File: src/rtl/encoder_16to4.sv
// encoder_16to4 : registered 16-to-4 binary encoder.
//
// Compresses a one-hot (normally) 16-bit vector into the 4-bit index of the
// set bit. Multi-hot inputs resolve by priority; an all-zero input is
// reported through valid=0 with o=0.
//
// Parameters:
//   PRIORITY_HIGH  1: highest set index wins, 0: lowest set index wins.
//
// Ports:
//   clk    in   1   system clock, rising edge
//   rst    in   1   synchronous reset, active-high (overrides en)
//   en     in   1   capture enable
//   i      in  16   input vector
//   o      out  4   registered index of the selected bit
//   valid  out  1   registered, captured i was non-zero
//   err    out  1   registered, captured i had more than one bit set
//                   (only when ENC_ERR_EN is defined)
//
// Build option: define ENC_ERR_EN to add the err port and multi-hot detect.

module encoder_16to4 #(
  parameter int PRIORITY_HIGH = 1
) (
  input  logic        clk,
  input  logic        rst,
  input  logic        en,
  input  logic [15:0] i,
  output logic [3:0]  o,
  output logic        valid
`ifdef ENC_ERR_EN
  ,
  output logic        err
`endif
);

  logic [3:0] enc;

  // Scan direction sets the priority: the last matching bit in the scan wins.
  always_comb begin
    enc = 4'd0;
    if (PRIORITY_HIGH != 0) begin
      for (int k = 0; k < 16; k++) begin
        if (i[k]) enc = 4'(k);
      end
    end else begin
      for (int k = 15; k >= 0; k--) begin
        if (i[k]) enc = 4'(k);
      end
    end
  end

  always_ff @(posedge clk) begin
    if (rst) begin
      o     <= 4'd0;
      valid <= 1'b0;
    end else if (en) begin
      o     <= enc;
      valid <= |i;
    end
  end

`ifdef ENC_ERR_EN
  logic multi;

  // Clearing the lowest set bit leaves something only if two or more were set.
  assign multi = |(i & (i - 16'd1));

  always_ff @(posedge clk) begin
    if (rst) begin
      err <= 1'b0;
    end else if (en) begin
      err <= multi;
    end
  end
`endif

endmodule

File: config.mk
export PLATFORM = sky130hd
export DESIGN_NAME = encoder_16to4
export DESIGN_NICKNAME = d
export VERILOG_FILES = /design/src/rtl/encoder_16to4.sv
export SDC_FILE = /design/constraint.sdc
export NUM_CORES = 1
export LEC_CHECK = 0
export CORE_AREA = 2 2 39 41
export CTS_BUF_LIST = sky130_fd_sc_hd__clkbuf_4 sky130_fd_sc_hd__clkbuf_8
export DETAILED_ROUTE_END_ITERATION = 8
export DIE_AREA = 0 0 41 43
export DONT_BUFFER_PORTS = 1
export SKIP_CTS_REPAIR_TIMING = 1
export SLEW_MARGIN = 10
export SYNTH_ARGS = -nofsm -noshare
export SYNTH_HDL_FRONTEND = slang
export SYNTH_SLANG_ARGS = --single-unit
File: constraint.sdc
create_clock -name clk -period 1.3 [get_ports clk]
set_input_delay 0.26 -clock clk [delete_from_list [all_inputs] [get_ports clk]]
set_output_delay 0.26 -clock clk [all_outputs]
set_load 0.05 [all_outputs]
# [Word level (Yosys, flattened, before mapping)]
# Index checks and enable logic that the tools add are counted.
[word_totals] regBits=5 in_bits=19 out_inout_bits=5 word_cells=18
[classes] mux=15 reduce_logical=1
[ops] cell="two-way mux 4 bit" n=14
[ops] cell="OR reduction 16 bit" n=1
[ops] cell="two-way mux 1 bit" n=1

# [Logic depth before layout (Yosys ltp)]
[logic_depth] ltp_word=15 mapped_depth=4 ltp_nobuf=4

# [Worst setup path before layout]
# Ideal clock, no wire load.
[synth_path] kind="register -> register" start="register o[0] (netlist name)" end="register o[0]" setup_time_ps=75 t_arrival_ps=1077 required_time_ps=1225 slack_ps=148 stages_incl_launch_ff=5 path_buffers=0 period_less_slack_ps=1152 path_cell_list="dfxtp_1 o21bai_1 nor3_1 o21ai_1 o22ai_1"
[synth_lines] element="end signal: assignment" line="58" rtl="o <= enc;"
[synth_lines] element="end: declaration" line="29" rtl="output logic [3:0] o,"

# [Worst setup path in the final report]
[layout_path] start="register o[1]" end="output port o[1]"
# No word-level cell between the ends.

==> summary.md <==
| Metric | Value |
|---|---|
| Met1 Use GR | 12.8% |
| Area of the mapped netlist | 303 um^2 |
| Vias in the first global route | 331 |
| Routability cong. | 0.614 |
| Final period util | 86.0% |
| Synth Area in Adders | 0% |
| Startpoint type of the worst setup path | flip-flop |
| Root Buffer Master | clkbuf_4 |
| Die width | 41 um |
| Synthesized flop and latch total | 5 |
| DRT Pass-1 Iters | 4 |
| Worst hold path class | in -> reg |
| Die H | 43 um |
| Commonest non-fill, non-tap cells in the layout | 9 x nor2_1, 5 x dfxtp_1, 4 x clkbuf_4, 4 x buf_4 |
| Setup_tns | 0 ns |
| Max-cap violations | 0 |
| Mapped Cells | 41 |
| Post-synth EDFFs | 0 |
| Die area | 0.00176 mm^2 |
| CTS Buf Count | 3 |
| Initial antenna violation count | 0 |
| Fmax | 0.894 GHz |
| Port buffer count | 0 |
| Largest family of logic cells by synthesized area | simple AND/OR/NAND/NOR gates |
| Worst-path clk slew | 0.04 ns |
| # rows | 14 |
| VDD IR max | 189 uV |
| Top cells by area, synth | dfxtp_1 33%, nor2_1 11%, nor4_1 6.2% |
| Grt met2 use | 14.4% |
| Largest net degree at the start of global routing | 8 |
| Starting Density | 21.9% |
| Synth Area in Simple Gates | 37.2% |
| Pleak | 0.147 nW |
| Minimum clock period | 1.12 ns |
| Top cell type's share of synthesized area | 33.1% |
| CP arrival | 0.86 ns |
| WL/cell | 12.6 um |
| Seq/Total Area, Yosys | 33.1% |
| Final HPWL DP | 714 um |
| CTS Buffer Depth | 2 |
| Final hold vios | 0 |
| Total length of routed wires | 819 um |
| Via density | 5.11 |
| DRT iter0 DRCs | 11 |
| Setup Skew | 0 ns |
| # nets final | 69 |
| Synthesized area per cell | 7.39 um^2 |
| Slew Limit Fails | 0 |
| Synth warnings | 0 |
| Most common cell after layout, fill and taps aside | nor2_1 |
| H-tree depth | 1 |
| Clk_lat worst skew | 0.23 ns |
| Synth Net Count | 60 |
| Pwr dens | 1200 mW/mm^2 |
| Layout cell share with drive strength beyond 1 | 18.4% |
| Fill cells | 151 |
| CTS tree | yes |
| Total number of vias | 332 |
| CTS Sinks | 5 |
| DRC errors left | 0 |
| Ports | 24 |
| Core region area | 0.00138 mm^2 |
| Final core occ | 27.7% |
| Endpoint class of the critical path | output pin |
| Actual slew at the worst max-slew pin | 0.497 ns |
| Asr flop ratio synth | 0% |
| Post-synth cell types | 21 |
| Setup Viol. Count Final | 0 |
| Diodes inserted | 0 |
| Dominant cell type by area after synthesis | dfxtp_1 |
| Gr busiest metal | met2 |
| Status | completed |
| Post-Synth XOR/XNOR Area | 0% |
| Tot GR Track Use | 10.1% |
| Antenna-violating nets left | 0 |
| Main synth FF type | dfxtp_1 |
| WP data required | 1.04 ns |
| Compound-Gate Fraction of Synth Area | 26.0% |
| WS Path Type | reg -> out |
| Area growth syn-to-layout | 26.4% |
| Total global routing overflow | 0 |
| Worst Path Max Fanout | 2 |
| Global-route wire length before repair | 1.26 mm |
| M3 GR Usage | 4.71% |
| Multi-input logic area | 191 um^2 |
| RSZ-0062 raised after global routing | no |
| Reg area | 100 um^2 |
| Mux contribution to synthesized area | 0% |
| Slew Limit Headroom | 66.8% |
==> per-stage QoR <==
| step | total power, mW | cells | worst slack [ns] | instance area [um^2] | hold WS (ns) |
|---|---|---|---|---|---|
| after floorplan | 0.248 | 41 | 0.148 | 303 | 0.332 |
| after global placement | 0.268 | 61 | 0.121 | 353 | 0.334 |
| after detailed placement | 0.268 | 61 | 0.0802 | 353 | 0.335 |
| after CTS | 0.468 | 65 | 0.172 | 383 | 0.0843 |
| after global routing | 0.484 | 65 | 0.148 | 383 | 0.0805 |
| final | 0.460 | 65 | 0.182 | 383 | 0.0918 |
==> registers in the layout, indices dropped and copies added (netlist names) <==
name   flops
o          4
valid      1
==> metal layers <==
metal,vias to the layer above,wire (um)
met4,0,0
li1,170,-
met1,140,313
met3,0,151
met5,-,0
met2,22,354
==> synthesized netlist by cell type, drive strengths merged, types with 2 or more instances <==
| library cell | instances |
|---|---|
| dfxtp | 5 |
| nor3 | 4 |
| nor2 | 9 |
| o21ai | 3 |
| a21oi | 2 |
| inv | 3 |
| nor4 | 3 |
==> power by group <==
part | internal [mW] | switching (mW) | total (mW) | leakage, nW
registers | 0.166 | 0.0144 | 0.181 | 0.0419
clock network | 0.136 | 0.0579 | 0.194 | 0.0184
logic | 0.0309 | 0.0534 | 0.0843 | 0.0871
total | 0.334 | 0.126 | 0.460 | 0.147
==> layout make-up <==
class / count / share of cell area [%]
Tap cell: 16 / 5.23
Sequential cell: 5 / 26.1
Clock buffer: 4 / 7.84
Inverter: 3 / 2.94
Multi-Input combinational cell: 33 / 50.0
Timing Repair Buffer: 4 / 7.84
==> logic make-up after synthesis <==
family                 after synthesis
AND/OR/NAND/NOR                     21
flip-flops                           5
AO/OA/AOI/OAI                       12
buffers and inverters                3
==> worst paths after layout <==
| path | start | endpoint | slack (ns) | cells past startpoint |
|---|---|---|---|---|
| max reg2reg | o[1]$_SDFFE_PP0P_ | o[1]$_SDFFE_PP0P_ | 0.40 | 2 |
| min | rst | o[2]$_SDFFE_PP0P_ | 0.09 | 1 |
| max | o[1]$_SDFFE_PP0P_ | o[1] | 0.18 | 0 |
| min reg2reg | o[3]$_SDFFE_PP0P_ | o[3]$_SDFFE_PP0P_ | 0.47 | 2 |
No activity file was read; power rests on OpenSTA's default activity.
